File: config.mk
export PLATFORM = sky130hd
export DESIGN_NAME = serial_key_matrix
export DESIGN_NICKNAME = d
export VERILOG_FILES = /design/src/rtl/serial_key_matrix.sv
export SDC_FILE = /design/constraint.sdc
export NUM_CORES = 1
export LEC_CHECK = 0
export CORE_MARGIN = 2
export CORE_UTILIZATION = 31
export DETAILED_ROUTE_END_ITERATION = 12
export PLACE_DENSITY = 0.5
export SYNTH_ARGS = -nofsm -noshare
export SYNTH_HDL_FRONTEND = slang
export SYNTH_SLANG_ARGS = --single-unit
File: constraint.sdc
create_clock -name clk -period 4.1 [get_ports clk]
set_input_delay 0.615 -clock clk [delete_from_list [all_inputs] [get_ports clk]]
set_output_delay 0.615 -clock clk [all_outputs]
set_load 0.05 [all_outputs]
File: src/rtl/serial_key_matrix.sv
// serial_key_matrix: queues received ASCII bytes and types them into the 64-entry
// Galaksija key matrix, holding each key for HOLD_CYCLES and releasing for GAP_CYCLES.
module serial_key_matrix #(
    parameter int HOLD_CYCLES = 1000000,
    parameter int GAP_CYCLES  = 500000,
    parameter int FIFO_AW     = 4
) (
    input  logic       clk,
    input  logic       reset,
    input  logic [7:0] rx_data,
    input  logic       rx_valid,
    input  logic       flush,
    input  logic       key_rd,
    input  logic [5:0] key_addr,
    output logic [7:0] key_out,
    output logic       busy,
    output logic       fifo_full,
    output logic       overflow
);
    typedef enum logic [1:0] {IDLE, PRESS, RELEASE} state_t;
    localparam logic [FIFO_AW:0] DEPTH = {1'b1, {FIFO_AW{1'b0}}};

    logic [7:0]         mem [2**FIFO_AW];
    logic [FIFO_AW-1:0] wr_ptr, rd_ptr;
    logic [FIFO_AW:0]   count;
    logic [63:0]        matrix;
    logic [31:0]        cnt, cnt_d;
    state_t             state, state_d;
    logic               pop, push, set_key, clr_key, mapped, shifted;
    logic [5:0]         idx;
    logic [7:0]         head;

    assign head      = mem[rd_ptr];
    assign push      = rx_valid && !flush && (count != DEPTH || pop);
    assign busy      = state != IDLE || count != 0;
    assign fifo_full = count == DEPTH;

    always_comb begin
        mapped  = 1'b1;
        shifted = 1'b0;
        idx     = 6'd0;
        if (head >= 8'h41 && head <= 8'h5A) idx = 6'(head - 8'h40);
        else if (head >= 8'h61 && head <= 8'h7A) idx = 6'(head - 8'h60);
        else if (head >= 8'h30 && head <= 8'h39) idx = 6'(head - 8'h10);
        else begin
            case (head)
                8'h0A, 8'h0D: idx = 6'd48;
                8'h08, 8'h7F: idx = 6'd29;
                8'h1B: idx = 6'd49;
                8'h20: idx = 6'd31;
                8'h3B: idx = 6'd42;
                8'h3A: idx = 6'd43;
                8'h2C: idx = 6'd44;
                8'h3D: idx = 6'd45;
                8'h2E: idx = 6'd46;
                8'h2F: idx = 6'd47;
                8'h5F: {shifted, idx} = {1'b1, 6'd32};
                8'h21: {shifted, idx} = {1'b1, 6'd33};
                8'h22: {shifted, idx} = {1'b1, 6'd34};
                8'h23: {shifted, idx} = {1'b1, 6'd35};
                8'h24: {shifted, idx} = {1'b1, 6'd36};
                8'h25: {shifted, idx} = {1'b1, 6'd37};
                8'h26: {shifted, idx} = {1'b1, 6'd38};
                8'h5C: {shifted, idx} = {1'b1, 6'd39};
                8'h28: {shifted, idx} = {1'b1, 6'd40};
                8'h29: {shifted, idx} = {1'b1, 6'd41};
                8'h2B: {shifted, idx} = {1'b1, 6'd42};
                8'h2A: {shifted, idx} = {1'b1, 6'd43};
                8'h3C: {shifted, idx} = {1'b1, 6'd44};
                8'h2D: {shifted, idx} = {1'b1, 6'd45};
                8'h3E: {shifted, idx} = {1'b1, 6'd46};
                8'h3F: {shifted, idx} = {1'b1, 6'd47};
                default: mapped = 1'b0;
            endcase
        end
    end

    always_comb begin
        state_d = state;
        cnt_d   = cnt;
        pop     = 1'b0;
        set_key = 1'b0;
        clr_key = 1'b0;
        case (state)
            IDLE: if (count != 0) begin
                pop = 1'b1;
                if (mapped) begin
                    set_key = 1'b1;
                    cnt_d   = 32'(HOLD_CYCLES - 1);
                    state_d = PRESS;
                end
            end
            PRESS: if (cnt == 0) begin
                clr_key = 1'b1;
                cnt_d   = 32'(GAP_CYCLES - 1);
                state_d = RELEASE;
            end else cnt_d = cnt - 1;
            RELEASE: if (cnt == 0) state_d = IDLE; else cnt_d = cnt - 1;
            default: state_d = IDLE;
        endcase
    end

    always_ff @(posedge clk or posedge reset) begin
        if (reset) begin
            state <= IDLE;
            cnt   <= '0;
        end else begin
            state <= flush ? IDLE : state_d;
            cnt   <= flush ? '0 : cnt_d;
        end
    end

    always_ff @(posedge clk)
        if (push) mem[wr_ptr] <= rx_data;

    always_ff @(posedge clk or posedge reset) begin
        if (reset) begin
            wr_ptr   <= '0;
            rd_ptr   <= '0;
            count    <= '0;
            overflow <= 1'b0;
        end else if (flush) begin
            wr_ptr   <= '0;
            rd_ptr   <= '0;
            count    <= '0;
            overflow <= 1'b0;
        end else begin
            if (push) wr_ptr <= wr_ptr + 1'b1;
            if (pop) rd_ptr <= rd_ptr + 1'b1;
            count <= count + {{FIFO_AW{1'b0}}, push} - {{FIFO_AW{1'b0}}, pop};
            if (rx_valid && !push) overflow <= 1'b1;
        end
    end

    // at most the primary key plus SHIFT (bit 53) are ever held together
    always_ff @(posedge clk or posedge reset) begin
        if (reset) matrix <= '0;
        else if (flush || clr_key) matrix <= '0;
        else if (set_key) matrix <= (64'd1 << idx) | (shifted ? 64'd1 << 53 : 64'd0);
    end

    always_ff @(posedge clk or posedge reset) begin
        if (reset) key_out <= 8'hFF;
        else if (key_rd) key_out <= matrix[key_addr] ? 8'hFE : 8'hFF;
    end
endmodule

After elaboration in Yosys (flattened, before gate mapping)
Memories as Yosys holds them, arrays and structs flattened.
Cells that the tools add are included.
Word-level totals
  flip-flop bits (word level): 120
  RAM bits: 128
  input port bits: 19
  output and inout port bits: 11
  word-level logic and storage cells: 141
  memories: 1
Memories
  mem: words 16, width 8, read ports 1, clocked after memory_dff 0, wr ports 1, line 23  | logic [7:0] mem [2**FIFO_AW];
Operators by class
  add/sub/neg operators: 8
  order comparisons: 7
  eq/ne operators: 37
  shift-type cells: 1
  multiplexer cells: 46
  bitwise logic cells: 1
  reduce and logical (&&, ||, !) cells: 32
Operator list (count)
  equality test 8 x 6 -> 1 bit, second input constant: 21
  two-way mux 32 bit: 5
  two-way mux 64 bit: 2
  one-hot mux 6 bit (20 select lines): 1
  one-hot mux 32 bit (3 select lines): 1
  bitwise OR 64 x 54 -> 64 bit: 1
  << shifter 1 x 6 -> 64 bit, first input constant: 1
  two-way mux 54 bit: 1
  logical NOT 32 bit: 1
  subtractor 32 x 1 -> 32 bit, second input constant: 1
  OR reduction 28 bit: 1
  equality test 8 x 4 -> 1 bit, second input constant: 3
  equality test 8 x 7 -> 1 bit, second input constant: 3
  two-way mux 1 bit: 21
  two-way mux 6 bit: 3
  greater-or-equal comparator 8 x 7 -> 1 bit, second input constant: 2
  less-or-equal comparator 8 x 7 -> 1 bit, second input constant: 2
  two-way mux 4 bit: 4
  OR reduction 16 bit: 1
  OR reduction 2 bit: 8
  != test 3 bit, second input constant: 4
  two-way mux 2 bit: 5
  nonzero test 2 bit: 5
  adder 4 x 1 -> 4 bit, second input constant: 2
  other kinds (24): 33

Depth between registers and ports, before layout
Gate-level depths: netlist (run 1).
An unclocked memory read counts as a cell.
  depth after elaboration: 12
  depth in mapped cells: 21
  mapped depth without buffers: 15

Least setup slack after synthesis (run 1)
No wires, ideal clock.
  path type: register -> register
  start point: register rd_ptr[0]
  end point: register cnt[23]
  setup time: 0.129 ns
  arrival: 4.250 ns
  data required time: 3.971 ns
  path slack: -0.279 ns
  stages on the path, launching flop included: 20
  buffers on the path: 5
  cell sequence: dfrtp_1 -> buf_6 -> buf_6 -> mux4_2 -> mux2_2 -> o21ai_1 -> inv_1 -> ha_1 -> buf_1 -> inv_1 -> nor3b_1 -> o211ai_1 -> a21boi_1 -> o211a_2 -> or2_1 -> or3_1 -> buf_4 -> clkbuf_4 -> mux2i_1 -> a21oi_2
On the way
  cells in the longest elaborated chain, start to end: 9
Ends and longest elaborated chain
  start, declared: line 24  | logic [FIFO_AW-1:0] wr_ptr, rd_ptr;
  start signal, assigned: line 129  | if (pop) rd_ptr <= rd_ptr + 1'b1;
  memory (16 x 8 bit) (*)
  equality test 8 x 6 -> 1 bit, or another cell as far along: line 46  | case (head)
  OR reduction 28 bit (no source line)
  two-way mux 1 bit: line 46
  two-way mux 1 bit: line 44  | else if (head >= 8'h30 && head <= 8'h39) idx = 6'(head - 8'h10);
  two-way mux 1 bit: line 43  | else if (head >= 8'h61 && head <= 8'h7A) idx = 6'(head - 8'h60);
  two-way mux 1 bit (*): line 42  | if (head >= 8'h41 && head <= 8'h5A) idx = 6'(head - 8'h40);
  != test 3 x 2 -> 1 bit (no source line) (*)
  AND reduction 4 bit (no source line) (*)
  end signal, assigned: line 109  | cnt <= flush ? '0 : cnt_d;
  end, declared: line 27  | logic [31:0] cnt, cnt_d;
Mark *: on every way between the ends. The rest lies on a longest branch, timed or not.
A chain may end at the register's enable or synchronous reset.

Final worst setup path (run 1)
  start point: register rd_ptr[0]
  end point: register cnt[22]
The elaborated chain is that of the path after synthesis.

==> results.toml, run 1 <==
[timing]
min_period_ns = 4.02
skew_ns = 0.0103
slew_viol_final = 0
setup_viol = 0
slew_headroom_pct = 50.4
period_share_pct = 98.1
worst_pin_slew_ns = 0.744
fmax_mhz = 249
setup_ws_ns = 0.0792
whs_ns = 0.483
setup_tns_ns = 0
hold_viol_final = 0
rsz0062_at_grt = "true"

[cts]
cts_tree = "built"
cts_buffer_depth = 3
numCtsBuffers = 28
clock_latency_ns = 0.56
htreeDepth = 1
hold_buffers = 0
cts_sinks = 241
cts_root_buf = "clkbuf_16"
cts.clk_slew.worst_paths_ns = 0.06

[status]
status = "complete, no violations"

[global_routing]
antenna_found_initial = 0
grt-ovfl-total = 0
grt_max_degree = 58
first_global_vias = 8673
grt_util_all_layers_pct = 14.8
grt_pass1_wl_um = 49700

[finish]
fillCellCount = 3913
final_nets = 1144
syn2layout_area_growth_pct = 21.9
drive_gt1_share_pct = 27.5
insertedDiodeCount = 0
utilization_pct = 38.0

[floorplanning]
chipWidth_um = 206
core_region_area_um2 = 40600
num_io_pins = 30
die_area_um2 = 42500
num_rows = 74
die_y_um = 206
initial_core_util_pct = 31.2

[placement]
pre_cts_slack_ns = -0.144
hpwl_um = 21000
io_buffers = 22
place_congestion = 0.830

[synth]
syn_inst = 1002
synth_cell_types = 87
synth_ff_type = "edfxtp_1"
synth-seq-cells = 241
avgSynthCellArea_um2 = 12.6
synth_enable_flop_cells = 128
ys_seq_area_share_pct = 52.7
ys_warn_count = 0
async_flop_share_pct = 46.9
syn-cell-area_um2 = 12700

[route]
first_pass_iters = 5
drtIter0Drc = 593
vias = 8725
post-route-drc-count = 0
post_drt_wl_per_cell_um = 19.1
drtAntennaViolNets = 0
vias_per_cell = 5.28
routed_wl_um = 31500

[setup_path]
crit_fanout = 8
cp-end-kind = "flop"
cp-start-kind = "flop"
path_class = "reg2reg"
crit_required_ns = 4.58
cp.arrival_ns = 4.50

[power]
leakage_nw = 5.73
ir_worst_vdd_mv = 0.378
p_total_mw = 10.8
power.density_nw_per_um2 = 698

[run]
maxCapViolCount = 0

[worst_hold_path]
hp-class = "reg2reg"
## per-layer routing
metal  part of all wire, %  wire length (um)  vias to the layer above  global-route usage [%]
li1                      -                 -                     4118                       -
met1                    47             15000                     4459                    20.8
met2                    48             15200                      115                    24.6
met3                   2.9               917                       33                    2.14
met4                   1.4               435                        0                    2.81
met5                     0                 0                        -                       0
## power by group
group	switching (mW)	leakage (nW)	internal, mW
logic	2.97	2.59	2.35
clock network	1.02	0.441	1.50
registers	0.180	2.70	2.73
total	4.17	5.73	6.59
## flip-flops by register name, indices dropped and copies added, names as in the netlist
| signal | count |
|---|---|
| cnt | 32 |
| count | 5 |
| key_out | 1 |
| matrix | 64 |
| mem | 128 |
| overflow | 1 |
| rd_ptr | 4 |
| state | 2 |
| wr_ptr | 4 |
## cell families after synthesis
kind of cell             after synthesis  synth area share, %
buffers and inverters                 93                 4.13
flip-flops                           241                 52.7
XOR/XNOR                               9                0.623
AO/OA/AOI/OAI                        260                 15.9
adder cells (fa/ha/maj)               21                 2.14
AND/OR/NAND/NOR                      291                 12.5
multiplexers                          86                 11.9
other                                  1               0.0296
## Yosys cell counts, types with 9 or more instances
master | number | area (um2)
a22o_1 | 54 | 473
buf_6 | 12 | 135
mux2i_1 | 31 | 310
nor4_1 | 29 | 181
dfrtp_1 | 112 | 2800
a21oi_1 | 41 | 205
o21ai_0 | 29 | 145
a21oi_2 | 11 | 96.3
or2_2 | 9 | 56.3
or3_1 | 11 | 68.8
nand2_1 | 65 | 244
nor2b_1 | 23 | 144
ha_1 | 20 | 250
o211ai_1 | 9 | 67.6
nand2b_1 | 9 | 56.3
buf_2 | 10 | 50.1
o2bb2ai_1 | 21 | 184
a211oi_1 | 12 | 90.1
inv_1 | 25 | 93.8
mux4_2 | 51 | 1150
nor3_1 | 41 | 205
nor2_1 | 47 | 176
clkbuf_1 | 21 | 78.8
edfxtp_1 | 128 | 3840
buf_4 | 15 | 113
## cell type report
class / count / area [um2] / area share, %
Timing Repair Buffer: 134 / 1280 / 8.30
Tap cell: 532 / 666 / 4.32
Clock inverter: 17 / 215 / 1.40
Inverter: 25 / 96.3 / 0.625
Clock buffer: 31 / 712 / 4.62
Multi-Input combinational cell: 674 / 5780 / 37.4
Sequential cell: 241 / 6680 / 43.3
## worst paths after layout
check	start	end	slack, ns	cells past startpoint
max in group asynchronous	reset	rd_ptr[0]	2.76	3
worst min-delay path	matrix[10]	matrix[10]	0.48	1
worst max-delay path	rd_ptr[0]	cnt[22]	0.08	16
worst max register to register	rd_ptr[0]	cnt[22]	0.08	16
min in group asynchronous	reset	matrix[9]	0.54	2
worst min register to register	matrix[10]	matrix[10]	0.48	1
## critical path, stage by stage (launching register included)
cell,delay [ns]
dfrtp_2,0.48
mux4_2,0.54
mux2_4,0.29
o21ai_4,0.15
inv_2,0.07
ha_4,0.17
nand2_2,0.06
a21oi_2,0.04
o211ai_1,0.32
a21boi_1,0.12
o211a_2,0.31
or2_4,0.24
o31a_1,0.29
buf_4,0.14
a221o_2,0.42
clkbuf_16,0.21
a21oi_2,0.10
## repair_timing
item | CTS | global route
gates resized for setup | 4 | 55
setup buffers | 1 | 9
endpoints found under the setup margin | 46 | 95
pin swaps | 2 | 13
cloned | 0 | 4
## through the flow
step                cells  area, um2
global placement     1592      14000
CTS                  1641      15000
floorplan            1008      12700
global route         1654      15400
detailed placement   1592      14000
finish               1654      15400
## layout by cell type (no fill, tap or decap), types with 9 or more instances in the layout
cell,synthesis,layout
o211ai_1,9,9
buf_4,15,95
or2_2,9,9
a211oi_1,12,11
clkdlybuf4s50_1,0,21
clkbuf_16,0,32
or3_1,11,11
nor2_1,47,46
edfxtp_1,128,128
dfrtp_1,112,108
o2bb2ai_1,21,21
o21ai_0,29,26
mux2i_1,31,27
ha_1,20,18
buf_12,0,12
a22o_1,54,54
nor3_1,41,41
inv_1,25,22
mux4_2,51,51
a21oi_2,11,18
a21oi_1,41,30
nand2b_1,9,9
nand2_1,65,63
nor2b_1,23,22
nor4_1,29,23
Note: power is estimated with default switching activity, not from simulation.
==> run 2, diff against run 1 <==
--- a/config.mk
+++ b/config.mk
@@ -7,6 +7,7 @@
 export LEC_CHECK = 0
 export CORE_MARGIN = 2
 export CORE_UTILIZATION = 31
+export CTS_CLUSTER_SIZE = 10
 export DETAILED_ROUTE_END_ITERATION = 12
 export PLACE_DENSITY = 0.5
 export SYNTH_ARGS = -nofsm -noshare
==> run 2 against run 1 <==
  * Wire length rose by 0.18%
  * Sequential power about the same
  * Critical path depth unchanged
  * Setup slack improved by 0.013 ns
  * Clock skew down 0.0031 ns
  * Sequential share of layout area is 0.26 points higher
  * Register-to-register slack is essentially flat
  * Worst hold slack worse by 0.00097 ns
  * Non-clock buffer count did not move
  * Critical path type unchanged
  * Highest routed layer unchanged
==> results.toml, run 2 (synthesis gave the netlist of run 1 again) <==
[status]
status = "complete, no violations"

[setup_path]
cp-start-kind = "flop"
regToRegSetupSlack_ns = 0.09
crit_fanout = 8
crit_required_ns = 4.59
path_class = "reg2reg"
cp.arrival_ns = 4.50
cp-end-kind = "flop"

[route]
first_pass_iters = 5
post_drt_wl_per_cell_um = 19.1
drtIter0Drc = 504
routed_wl_um = 31600
vias = 8755
vias_per_cell = 5.28
drtAntennaViolNets = 0
met2_length_um = 15200
drt-met1-wl_um = 15000
post-route-drc-count = 0
topRoutingLayerUsed = "met4"
wl_met3_um = 960

[floorplanning]
die_area_um2 = 42500
die_y_um = 206
initial_core_util_pct = 31.2
chipWidth_um = 206
num_rows = 74
num_io_pins = 30
core_region_area_um2 = 40600

[finish]
top_regs = "mem: 128 flops, matrix: 64 flops, cnt: 32 flops"
largest_reg_flops = 128
insertedDiodeCount = 0
final_nets = 1145
syn2layout_area_growth_pct = 21.2
fillCellCount = 3935
mostFrequentLayoutCell = "edfxtp_1"
drive_gt1_share_pct = 26.6
final_cell_mix = "edfxtp_1, dfrtp_1, buf_4, nand2_1, a22o_1"
regMostFlops = "mem"

[power]
clkPwrFrac_pct = 22.0
internal_power_mw = 6.41
p_total_mw = 10.6
ir_worst_vdd_mv = 0.413
swShare_pct = 39.2
p_comb_share_pct = 50.4
leakage_nw = 5.70
seqPwrFrac_pct = 27.6
power.switching_mw = 4.14
power.density_nw_per_um2 = 688

[timing]
period_share_pct = 97.8
skew_ns = 0.00719
min_period_ns = 4.01
slew_viol_final = 0
rsz0062_at_grt = "true"
setup_viol = 0
slew_headroom_pct = 50.9
fmax_mhz = 250
whs_ns = 0.482
hold_viol_final = 0
worst_pin_slew_ns = 0.737

[cts]
cts_tree = "built"
clock_latency_ns = 0.57
cts.clk_slew.worst_paths_ns = 0.06
hold_buffers = 0
htreeDepth = 1
cts_sinks = 241
numCtsBuffers = 29
cts_root_buf = "clkbuf_16"
cts_buffer_depth = 3

[global_routing]
grt_max_degree = 58
grt-ovfl-total = 0
grt_pass1_wl_um = 49900
grt_util_all_layers_pct = 14.9
first_global_vias = 8724
antenna_found_initial = 0

[placement]
hpwl_um = 21000
io_buffers = 22
place_congestion = 0.830

[worst_hold_path]
hp-class = "reg2reg"

[run]
maxCapViolCount = 0
-- run 2: through the flow --
step / worst slack, ns / cells / utilization (%) / TNS [ns] / cell area, um2
after floorplan: 0.00920 / 1008 / - / 0 / 12700
after global routing: -0.0403 / 1658 / 37.8 / -0.666 / 15300
final: 0.0921 / 1658 / 37.8 / 0 / 15300
after global placement: -0.0664 / 1592 / 34.6 / -0.555 / 14000
after CTS: 0.0120 / 1645 / 36.8 / 0 / 14900
after detailed placement: -0.144 / 1592 / 34.6 / -2.24 / 14000
-- run 2: worst paths after layout --
path                                  from          to  cells past startpoint
worst max-delay path             rd_ptr[0]     cnt[22]                     16
worst min-delay path            matrix[10]  matrix[10]                      1
worst max register to register   rd_ptr[0]     cnt[22]                     16
worst min register to register  matrix[10]  matrix[10]                      1
max in group asynchronous            reset   rd_ptr[0]                      3
min in group asynchronous            reset  matrix[40]                      2
-- run 2: cell type report --
| cell class | count | area, um2 | area share [%] |
|---|---|---|---|
| tap | 532 | 666 | 4.34 |
| clock inverter | 4 | 35.0 | 0.229 |
| sequential | 241 | 6680 | 43.6 |
| multi-input combinational | 674 | 5770 | 37.6 |
| timing repair buffer | 134 | 1280 | 8.35 |
| inverter | 25 | 96.3 | 0.628 |
| clock buffer | 48 | 807 | 5.26 |
-- run 2: routing by layer --
layer / global-route usage, % / vias to the layer above
li1: - / 4127
met1: 20.8 / 4467
met2: 24.8 / 126
met3: 2.02 / 35
met4: 2.98 / 0
met5: 0 / -
-- run 2: repair_timing --
action                                  4_1_cts  5_1_grt
endpoints found under the setup margin       47       94
cloned                                        0        4
buffers inserted                              1        9
resized for setup                             7       51
pin swaps                                     1       14
-- run 2: power by group through the flow --
stage          combinational [mW]  sequential (mW)  clock, mW
2_1_floorplan                3.39             2.89          0
3_3_place_gp                 4.69             2.96          0
4_1_cts                      4.81             2.92       2.39
6_report                     5.32             2.92       2.32
3_5_place_dp                 4.72             2.96          0
5_1_grt                      5.78             2.95       2.49
-- run 2: critical path, stage by stage, from the launching register on --
cell and delay, ns:
dfrtp_2 0.48, mux4_2 0.54, mux2_4 0.29, o21ai_4 0.15
inv_2 0.07, ha_4 0.17, inv_2 0.06, nor3b_2 0.04
o211ai_1 0.32, a21boi_1 0.12, o211a_2 0.31, or2_4 0.24
o31a_1 0.29, buf_4 0.14, a221o_2 0.41, clkbuf_16 0.21
a21oi_2 0.10
==> run 3, diff against run 2 <==
--- a/config.mk
+++ b/config.mk
@@ -6,10 +6,10 @@
 export NUM_CORES = 1
 export LEC_CHECK = 0
 export CORE_MARGIN = 2
-export CORE_UTILIZATION = 31
+export CORE_UTILIZATION = 57
 export CTS_CLUSTER_SIZE = 10
 export DETAILED_ROUTE_END_ITERATION = 12
-export PLACE_DENSITY = 0.5
+export PLACE_DENSITY = 0.84
 export SYNTH_ARGS = -nofsm -noshare
 export SYNTH_HDL_FRONTEND = slang
 export SYNTH_SLANG_ARGS = --single-unit
==> run 3 against run 2 <==
  * Sequential share of layout area up 0.89 points
  * Register-to-register slack worse by 0.07 ns
  * Core utilization increased by 31 points
  * Global-route usage increased by 9.9 points
  * Non-clock buffer count decreased by 15
  * Maximum frequency down 1.8%
  * Clock power grew 4%
  * Critical path type unchanged
  * Design area shrank 2.0%
  * Highest routed layer unchanged
  * Critical endpoint is now matrix[37]
==> results.toml, run 3 (synthesis gave the netlist of run 1 again) <==
[setup_path]
r2r-start = "rd_ptr[0]"
crit_fanout = 7
timing.rr.end = "matrix[37]"
regToRegSetupSlack_ns = 0.02
crit_top_cell = "buf_4"
cp.arrival_ns = 4.58
path_class = "reg2reg"
path_cells = "buf_6 > buf_16 > mux4_2 > a22o_4 > a221oi_4 > buf_6 > buf_4 > o211ai_1 > nor4_1 > a211o_1 > nor4b_2 > a221oi_2 > buf_4 > nor2b_1 > buf_4 > a22o_1"
cp_slowest_cell = "mux4_2"
crit_required_ns = 4.60
cp-end-kind = "flop"
cp-start-kind = "flop"
critPathMaxStageDelay_ns = 0.55
r2r_cells = 16

[timing]
period_share_pct = 99.6
fmax_mhz = 245
slew_viol_final = 0
slew_headroom_pct = 39.5
setup_viol = 0
setup_ws_ns = 0.0179
skew_ns = 0.0160
whs_ns = 0.488
hold_viol_final = 0
min_period_ns = 4.08
worst_pin_slew_ns = 0.904

[placement]
placed_area_um2 = 13400
pre_cts_slack_ns = -0.0516
hpwl_um = 19000
place_congestion = 0.949
io_buffers = 22

[cts]
hold_buffers = 0
clock_latency_ns = 0.56
cts_root_buf = "clkbuf_16"
cts_buffer_depth = 3
numCtsBuffers = 29
cts_sinks = 241
htreeDepth = 1
cts_tree = "built"
cts.clk_slew.worst_paths_ns = 0.06

[power]
p_total_mw = 10.6
leakage_nw = 5.68
power.density_nw_per_um2 = 709
ir_worst_vdd_mv = 0.478

[finish]
mostFrequentLayoutCell = "edfxtp_1"
stdcell_area_um2 = 15000
regMostFlops = "mem"
insertedDiodeCount = 0
drive_gt1_share_pct = 25.5
final_nets = 1130
fillCellCount = 1424
largest_reg_flops = 128
top_regs = "mem: 128 flops, matrix: 64 flops, cnt: 32 flops"
utilization_pct = 68.8
final_cell_mix = "edfxtp_1, dfrtp_1, buf_4, nand2_1, a22o_1"
syn2layout_area_growth_pct = 18.7

[floorplanning]
num_rows = 54
die_area_um2 = 23400
chipWidth_um = 153
die_y_um = 153
initial_core_util_pct = 58.0
core_region_area_um2 = 21800
num_io_pins = 30

[route]
post_drt_wl_per_cell_um = 22.6
drtIter0Drc = 822
post-route-drc-count = 0
routed_wl_um = 31400
first_pass_iters = 7
vias = 9200
drtAntennaViolNets = 0
vias_per_cell = 6.60

[global_routing]
grt_util_all_layers_pct = 24.8
grt-ovfl-total = 0
first_global_vias = 8752
grt_pass1_wl_um = 47000
antenna_found_initial = 0
grt_max_degree = 114

[worst_hold_path]
hp-class = "reg2reg"
whs_path_depth = 1
hold_start = "matrix[8]"
hold-path-endpoint = "matrix[8]"

[run]
maxCapViolCount = 0

[status]
status = "complete, no violations"
## run 3: changes by cell type in the layout (fill, tap and decap cells not counted), moves of 3 or more
cell and delta:
o21ai_1 -3, buf_4 -23, buf_6 +7, a21oi_1 +5, nor4_1 +5, nor4_2 -4
a21oi_2 -3, clkbuf_16 +4, buf_12 -6
## run 3: what timing repair did
| action | 4_1_cts | 5_1_grt |
|---|---|---|
| endpoints found under the setup margin | 79 | 93 |
| pin swaps | 0 | 23 |
| resized for setup | 6 | 68 |
| gates cloned | 0 | 9 |
| buffers inserted | 2 | 23 |
## run 3: power breakdown
group / switching [mW] / internal, mW / leakage (nW) / total (mW)
Combinational: 3.01 / 2.31 / 2.56 / 5.32
Clock: 0.972 / 1.44 / 0.429 / 2.41
Sequential: 0.183 / 2.74 / 2.70 / 2.92
Total: 4.17 / 6.48 / 5.68 / 10.6
## run 3: metrics by stage
stage	setup TNS (ns)	std cells
6_report	0	1393
5_1_grt	-3.93	1393
4_1_cts	0	1361
3_5_place_dp	-0.704	1305
3_3_place_gp	0	1305
2_1_floorplan	0	1008
## run 3: area by class of cell
type	count	area (um2)	area share, %
Tap cell	280	350	2.33
Clock inverter	3	55.1	0.367
Sequential cell	241	6680	44.4
Timing Repair Buffer	119	1240	8.23
Inverter	25	98.8	0.658
Multi-Input combinational cell	674	5770	38.4
Clock buffer	51	838	5.58
## run 3: metal layers
layer  vias to the layer above  wire length (um)  GRT usage (%)
met5                         -                 0              0
met1                      4601             12600           33.3
li1                       4093                 -              -
met4                         0              1320           8.16
met2                       402             15800           42.4
met3                       104              1740           3.32
## run 3: how the worst max path moves through the flow
stage	slack (ns)	startpoint	endpoint	cells after the start
finish	0.02	rd_ptr[0]	matrix[37]	16
global route	-0.10	rd_ptr[0]	matrix[32]	16
CTS	0.02	rd_ptr[0]	matrix[12]	15
detailed placement	-0.05	rd_ptr[0]	matrix[12]	15
global placement	0.11	rd_ptr[0]	matrix[22]	14
floorplan	0.009	rd_ptr[0]	cnt[23]	19
## run 3: worst max-delay path, delay by kind of cell, from the launching register on
kind                   cells  cell delay (ns)
buffers and inverters      6             0.95
DFF                        1             0.49
and+or+nand+nor            3             0.85
muxes                      1             0.55
AOI/OAI and AO/OA          6             1.18
